==> config.mk <==
export PLATFORM = sky130hd
export DESIGN_NAME = pmem_loader
export DESIGN_NICKNAME = d
export VERILOG_FILES = /design/src/rtl/mc_pkg.sv /design/src/rtl/pmem_loader_timeout.sv /design/src/rtl/pmem_loader.sv
export SDC_FILE = /design/constraint.sdc
export NUM_CORES = 1
export LEC_CHECK = 0
export CORE_MARGIN = 5
export CORE_UTILIZATION = 51
export CTS_CLUSTER_DIAMETER = 40
export DETAILED_ROUTE_END_ITERATION = 8
export GPL_ROUTABILITY_DRIVEN = 0
export PLACE_DENSITY = 0.81
export SLEW_MARGIN = 20
export SYNTH_ARGS = -nofsm -noshare
export SYNTH_HDL_FRONTEND = slang
export SYNTH_HIERARCHICAL = 1
export SYNTH_SLANG_ARGS = --single-unit
export TNS_END_PERCENT = 50
==> constraint.sdc <==
create_clock -name clk -period 2.9 [get_ports clk]
set_input_delay 0.87 -clock clk [delete_from_list [all_inputs] [get_ports clk]]
set_output_delay 0.87 -clock clk [all_outputs]
set_load 0.01 [all_outputs]
==> src/rtl/mc_pkg.sv <==
// Shared types and widths for the program-memory loader.
// Latency: n/a. Backpressure: n/a.
package mc_pkg;

    localparam int PMEM_AW = 8;
    localparam int INSTR_W = 12;
    localparam int BYTE_W  = 8;

    typedef enum logic [2:0] {
        S_IDLE,
        S_COUNT,
        S_HI,
        S_LO,
        S_WRITE,
        S_CSUM,
        S_DONE,
        S_ERR
    } state_e;

    function automatic logic rx_state(input state_e s);
        return (s == S_COUNT) || (s == S_HI) || (s == S_LO) || (s == S_CSUM);
    endfunction

    function automatic logic busy_state(input state_e s);
        return rx_state(s) || (s == S_WRITE);
    endfunction

endpackage

==> src/rtl/pmem_loader_timeout.sv <==
// Inter-byte idle watchdog: reloads while not running, counts down while running.
// Latency: expire_o is combinational on the TIMEOUT-th consecutive running cycle.
// Backpressure: none; TIMEOUT=0 disables expiry.
module pmem_loader_timeout #(
    parameter int unsigned TIMEOUT = 255
) (
    input  logic clk,
    input  logic rst_n,
    input  logic run_i,
    output logic expire_o
);

    localparam int unsigned RELOAD   = (TIMEOUT == 0) ? 0 : TIMEOUT - 1;
    localparam logic [15:0] RELOAD_V = 16'(RELOAD);

    logic [15:0] cnt_q;

    always_ff @(posedge clk or negedge rst_n) begin
        if (!rst_n) begin
            cnt_q <= '0;
        end else if (!run_i) begin
            cnt_q <= RELOAD_V;
        end else if (cnt_q != '0) begin
            cnt_q <= cnt_q - 16'd1;
        end
    end

    assign expire_o = (TIMEOUT != 0) && run_i && (cnt_q == '0);

endmodule

==> src/rtl/pmem_loader.sv <==
// Serial byte-stream loader into a 12-bit program memory; optional checksum via PMEM_LOADER_CHECKSUM_EN.
// Latency: one WRITE cycle per word after its LO byte; status registered on the final edge.
// Backpressure: byte_ready is registered from state only (COUNT/HI/LO/CSUM).
module pmem_loader
    import mc_pkg::*;
#(
    parameter logic [PMEM_AW-1:0] BASE_ADDR    = 8'h00,
    parameter int unsigned        IDLE_TIMEOUT = 255
) (
    input  logic               clk,
    input  logic               rst_n,
    input  logic               start,
    input  logic               abort,
    input  logic [BYTE_W-1:0]  byte_in,
    input  logic               byte_valid,
    output logic               byte_ready,
    output logic               mem_e,
    output logic               load_e,
    output logic [PMEM_AW-1:0] load_addr,
    output logic [INSTR_W-1:0] load_instr,
    output logic               busy,
    output logic               done,
    output logic               error
);

    state_e             state_q, state_d;
    logic [PMEM_AW:0]   idx_q;
    logic [PMEM_AW:0]   n_q;
    logic [3:0]         hi_q;
    logic               byte_ready_q, mem_e_q, load_e_q, busy_q, done_q, error_q;
    logic [PMEM_AW-1:0] load_addr_q;
    logic [INSTR_W-1:0] load_instr_q;
    logic               xfer, expired;
`ifdef PMEM_LOADER_CHECKSUM_EN
    logic [BYTE_W-1:0]  csum_q;
`endif

    assign xfer = byte_valid && byte_ready_q;

    pmem_loader_timeout #(
        .TIMEOUT (IDLE_TIMEOUT)
    ) u_timeout (
        .clk      (clk),
        .rst_n    (rst_n),
        .run_i    (byte_ready_q && !byte_valid),
        .expire_o (expired)
    );

    always_comb begin
        state_d = state_q;
        if (abort) begin
            state_d = S_IDLE;
        end else begin
            case (state_q)
                S_IDLE, S_DONE, S_ERR: if (start) state_d = S_COUNT;
                S_COUNT: begin
                    if (xfer)         state_d = S_HI;
                    else if (expired) state_d = S_ERR;
                end
                S_HI: begin
                    if (xfer)         state_d = (byte_in[7:4] != 4'h0) ? S_ERR : S_LO;
                    else if (expired) state_d = S_ERR;
                end
                S_LO: begin
                    if (xfer)         state_d = S_WRITE;
                    else if (expired) state_d = S_ERR;
                end
                S_WRITE: begin
`ifdef PMEM_LOADER_CHECKSUM_EN
                    state_d = (idx_q + 9'd1 == n_q) ? S_CSUM : S_HI;
`else
                    state_d = (idx_q + 9'd1 == n_q) ? S_DONE : S_HI;
`endif
                end
`ifdef PMEM_LOADER_CHECKSUM_EN
                S_CSUM: begin
                    if (xfer)         state_d = (byte_in == csum_q) ? S_DONE : S_ERR;
                    else if (expired) state_d = S_ERR;
                end
`endif
                default: state_d = S_IDLE;
            endcase
        end
    end

    always_ff @(posedge clk or negedge rst_n) begin
        if (!rst_n) begin
            state_q      <= S_IDLE;
            idx_q        <= '0;
            n_q          <= '0;
            hi_q         <= '0;
            byte_ready_q <= 1'b0;
            mem_e_q      <= 1'b0;
            load_e_q     <= 1'b0;
            busy_q       <= 1'b0;
            done_q       <= 1'b0;
            error_q      <= 1'b0;
            load_addr_q  <= '0;
            load_instr_q <= '0;
`ifdef PMEM_LOADER_CHECKSUM_EN
            csum_q       <= '0;
`endif
        end else begin
            state_q      <= state_d;
            mem_e_q      <= 1'b1;
            byte_ready_q <= rx_state(state_d);
            busy_q       <= busy_state(state_d);
            load_e_q     <= (state_d == S_WRITE);
            done_q       <= (state_d == S_DONE);
            error_q      <= (state_d == S_ERR);
            // Abort suppresses every datapath update, including a same-edge LO byte.
            if (!abort) begin
                case (state_q)
                    S_IDLE, S_DONE, S_ERR: begin
                        if (start) begin
                            idx_q  <= '0;
`ifdef PMEM_LOADER_CHECKSUM_EN
                            csum_q <= '0;
`endif
                        end
                    end
                    S_COUNT: if (xfer) n_q <= (byte_in == 8'h00) ? 9'd256 : {1'b0, byte_in};
                    S_HI: begin
                        if (xfer) begin
                            hi_q   <= byte_in[3:0];
`ifdef PMEM_LOADER_CHECKSUM_EN
                            csum_q <= csum_q ^ byte_in;
`endif
                        end
                    end
                    S_LO: begin
                        if (xfer) begin
                            load_instr_q <= {hi_q, byte_in};
                            load_addr_q  <= BASE_ADDR + idx_q[PMEM_AW-1:0];
`ifdef PMEM_LOADER_CHECKSUM_EN
                            csum_q       <= csum_q ^ byte_in;
`endif
                        end
                    end
                    S_WRITE: idx_q <= idx_q + 9'd1;
                    default: ;
                endcase
            end
        end
    end

    assign byte_ready = byte_ready_q;
    assign mem_e      = mem_e_q;
    assign load_e     = load_e_q;
    assign load_addr  = load_addr_q;
    assign load_instr = load_instr_q;
    assign busy       = busy_q;
    assign done       = done_q;
    assign error      = error_q;

endmodule

## Yosys cells after proc, flatten, opt, wreduce, memory -nomap -nowiden

Cells that the tools add are included.

- $add $sub $neg: 2
- $mul: 0
- Div/mod/pow operators: 0
- Order comparisons: 0
- Equality and inequality tests: 16
- Shift-type cells: 0
- Multiplexer cells: 14
- Bitwise gates (word level): 1
- Reductions and logical operators: 19

Operators by type and width:

| cell | count |
|---|---|
| $mux W16 | 2 |
| $mux W3 | 8 |
| $eq A3 B3 Y1 const B | 7 |
| $mux W9 | 2 |
| $pmux W9 S2 | 1 |
| $logic_not A16 Y1 | 1 |
| $reduce_bool A16 Y1 | 1 |
| $sub A16 B1 Y16 const B | 1 |
| $pmux W3 S5 | 1 |
| $eq A3 B2 Y1 const B | 4 |
| $reduce_and A3 Y1 | 4 |
| $add A9 B1 Y9 const B | 1 |
| $eq A9 B9 Y1 | 1 |
| $logic_not A8 Y1 | 1 |
| $eq A3 B1 Y1 const B | 2 |
| $logic_or A1 B1 Y1 | 4 |
| $ne A2 B2 Y1 const B | 2 |
| $reduce_bool A4 Y1 | 1 |
| $logic_and A1 B1 Y1 | 3 |
| $logic_not A3 Y1 | 1 |
| $reduce_or A3 Y1 | 1 |
| $reduce_bool A2 Y1 | 1 |
| $logic_not A1 Y1 | 1 |
| $not A1 Y1 | 1 |

- Register bits after elaboration: 67
- Latch bits: 0
- RAM bits: 0
- ROM bits: 0
- Input bits: 13
- Logic and storage cells: 65
- Memories: 0

## Longest topological paths before layout

- Word-level depth: 12
- Depth in mapped cells: 13
- Depth with buffers taken out: 11

## Cells and area by module

Netlist, hierarchy kept.

By module, submodules not included:

| module | times used | cells each | area each (um2) |
|---|---|---|---|
| pmem_loader | 1 | 218 | 2566.2 |
| pmem_loader_timeout | 1 | 93 | 897.1 |

## Worst setup path after synthesis

OpenSTA, ideal clock, no wires.

- Kind: in2reg
- Start: input byte_valid
- End: register load_instr_q[10], in the netlist load_instr[10]
- Setup time: 125 ps
- Data arrival time: 3075 ps
- Data required time: 2775 ps
- Path slack: -301 ps
- Stages: 11
- Path buffers: 3
- Path through: nor2b_1 > clkbuf_1 > inv_1 > clkbuf_1 > nor3_1 > a21oi_4 > o41ai_2 > nand2_1 > or3_4 > buf_6 > mux2_4

- Word-level cells in the longest chain between the ends: 2

Ends and longest elaborated chain:

| element | RTL line | RTL |
|---|---|---|
| from (decl) | pmem_loader.sv:15 | `input logic byte_valid,` |
| $logic_and A1 B1 Y1 | pmem_loader.sv:38 | `assign xfer = byte_valid && byte_ready_q;` |
| $reduce_and A3 Y1 (no source line) | -- |  |
| to (signal assigned) | pmem_loader.sv:133 | `load_instr_q <= {hi_q, byte_in};` |
| to (decl) | pmem_loader.sv:32 | `logic [INSTR_W-1:0] load_instr_q;` |

No other way between the ends.
A chain may end at the register's enable or synchronous reset.

==> impl_metrics.ini <==
[drt]
first_iter_violations = 169
wl_per_cell_microns = 16.9
ant_nets = 0
vias_per_cell = 5.73
drc = 0
first_pass_iters = 4
vias = 2712
wirelength_microns = 8000

[yosys]
netlist_area_sq_um = 3460
synthCells = 311
synthSimpleGateAreaFrac = 0.178
avgSynthCellArea_sq_um = 11.1
yosysUniqueCellTypes = 60
synth_compound_area_frac = 0.128
seq_area_frac_synth = 0.484
synth_fa_ha_area_frac = 0.00723
synthXorXnorAreaFrac = 0.0322
ys_ff_latch = 67
synth_edf_count = 0
yosys_warnings = 6
synth_top_family_by_area = simple AND/OR/NAND/NOR gates
syn-num-nets = 326
synthArstFlopShare = 1.00
synth-main-ff-cell = dfrtp_1
synthMuxAreaShare = 0.137

[global_routing]
grt_pass1_wl_microns = 12900
grt_start_max_net_pins = 68
grt_overflow = 0
antenna_found_initial = 0
grt_pass1_vias = 2598
track_usage = 0.195

[sta]
layout_min_cycle_time_ns = 2.95
final.setup_skew_ns = 0.0121
period_share = 1.02
grt_setup_unrepaired = true
setup_slack_ns = -0.0485
clock.fmax_mhz = 339
slew_violations = 0
holdWs_ns = 0.503
final_hold_viol_count = 0
setup_viol = 5
setup_tns_ns = -0.215

[worst_setup_path]
crit_top_cell = or3_4
endpoint_kind = flip-flop
critical_path_depth = 8
worst_ep_required_time_ns = 3.13
path_delay_family = simple AND/OR/NAND/NOR gates
slowest_stage = or4_4
max_stage_delay_ns = 0.55
path_max_fanout = 5
crit_arrival_ns = 3.18
r2r_slack_ns = -0.05
r2r_end = load_addr[7]
reg2reg_depth = 8
crit_type = flip-flop to flip-flop
critical_path.startpoint_type = flip-flop
rr_startpoint = u_timeout/cnt_q[13]
critPathBufInv = 0
path_cells = or4_4 -> or3_4 -> nor3_4 -> a21oi_4 -> o41ai_4 -> nand2_2 -> or3_4 -> mux2_4

[clocking]
clock_latency_ns = 0.35
clk_pin_slew_worst_paths_ns = 0.08
cts_inserted_buffers = 9
root_buffer = clkbuf_8
ctsHoldBuffers = 0
cts_tree = done
cts.sinks = 67
clock_path_buffers = 2
htreeDepth = 3

[outcome]
violations = negative setup slack
status = complete, but fails checks

[floorplan]
num_rows = 30
die_h_microns = 92.4
coreArea_sq_um = 6720
die_area_sq_um = 8540
fp.dieW_microns = 92.4
io_pins = 39
start_util = 0.515

[power_and_ir_drop]
leakagePower_uw = 0.00196
powerDensity_nw_per_um2 = 695
ir_drop_v = 0.000422

[final_layout]
num_antenna_cells = 0
final_layout_size_suffix_gt1_frac = 0.285
fin_nets = 403
area_delta_synth_final_pct = 28.4
mostFrequentLayoutCell = dfrtp_1
mostFrequentLayoutCells = dfrtp_1, buf_4, clkdlybuf4s50_1
fillers = 473

[placement]
hpwlAfterDp_microns = 5320
port_buffers = 38
place_worst_setup_slack_ns = -0.424

[flow_run]
maxCapViolations = 0

[worst_hold_path]
hold_depth = 1
hold_class = flip-flop to flip-flop
holdPathEnd = load_instr[8]
worstHoldStart = hi_q[0]
synth_stat cells (5+ instances only):
master    count  area, sq um
clkbuf_1      6         22.5
xor2_1        5         43.8
inv_1         5         18.8
o21ai_0      16         80.1
nor3_1       12         60.1
a21oi_1      15         75.1
mux2_2       13          146
xnor2_1       5         43.8
nand2_1      20         75.1
mux2_4       19          285
nand4_1       6         37.5
or4_1         6         45.0
nor2_1       16         60.1
o31ai_1      12         90.1
dfrtp_1      67         1680
or3_1         7         43.8
nand3_1       8         40.0
flip-flops by register name, summed over array words and instances (netlist names), 3 cells and up:
signal           count
hi_q                 4
idx_q                9
load_addr            8
load_instr          12
n_q                  9
state_q              3
u_timeout/cnt_q     16
worst max path at each step:
| stage | slack, ns | start | end |
|---|---|---|---|
| after detailed placement | -0.42 | byte_valid | load_instr[0] |
| after floorplan | -0.09 | u_timeout/cnt_q[13] | load_instr[10] |
| after global placement | -0.30 | byte_valid | load_instr[0] |
| after CTS | -0.09 | u_timeout/cnt_q[13] | load_addr[7] |
| after global routing | -0.10 | u_timeout/cnt_q[13] | load_addr[2] |
| final | -0.05 | u_timeout/cnt_q[13] | load_addr[7] |
metal layers:
metal | vias to the layer above | track usage | wire length (microns)
li1 | 1307 | - | -
met1 | 1337 | 0.247 | 3540
met2 | 57 | 0.313 | 3980
met3 | 11 | 0.0496 | 334
met4 | 0 | 0.0866 | 150
met5 | - | 0 | 0
per-stage QoR:
stage / std cells / util / instance area, sq um / total power (uW)
floorplan: 311 / - / 3480 / 1810
global placement: 450 / 0.615 / 4140 / 2160
detailed placement: 450 / 0.615 / 4140 / 2190
CTS: 470 / 0.655 / 4400 / 3090
global route: 473 / 0.662 / 4450 / 3260
finish: 473 / 0.662 / 4450 / 3090
worst register-to-register path: cells and delay by family, from the launching register on:
kind            cells  cell delay, ns
simple gates        5            1.79
mux                 1            0.32
compound gates      2            0.33
flops               1            0.41
layout make-up:
class / count / area (sq um) / share of cell area
multi-input combinational: 226 / 1740 / 0.392
timing repair buffer: 77 / 681 / 0.153
sequential: 67 / 1680 / 0.377
clock buffer: 9 / 124 / 0.0278
tap: 80 / 100 / 0.0225
clock inverter: 7 / 98.8 / 0.0222
inverter: 7 / 26.3 / 0.00591
power by group:
| group | internal (uW) | switching (uW) | total (uW) |
|---|---|---|---|
| combinational | 538 | 410 | 948 |
| sequential | 1120 | 157 | 1280 |
| clock | 489 | 377 | 866 |
repair_timing:
item,in CTS,in global routing
setup buffers,2,2
pin swaps,1,4
gates cloned,2,1
endpoints found under the setup margin,20,20
gates resized for setup,3,5
kinds of logic after synthesis:
group                      Yosys count
muxes                               36
DFF                                 67
adders and majority gates            2
AOI/OAI and AO/OA                   65
xor gates and xnor gates            11
other                                1
buffers and inverters               21
and+or+nand+nor                    108
(Power assumes the default switching activity.)
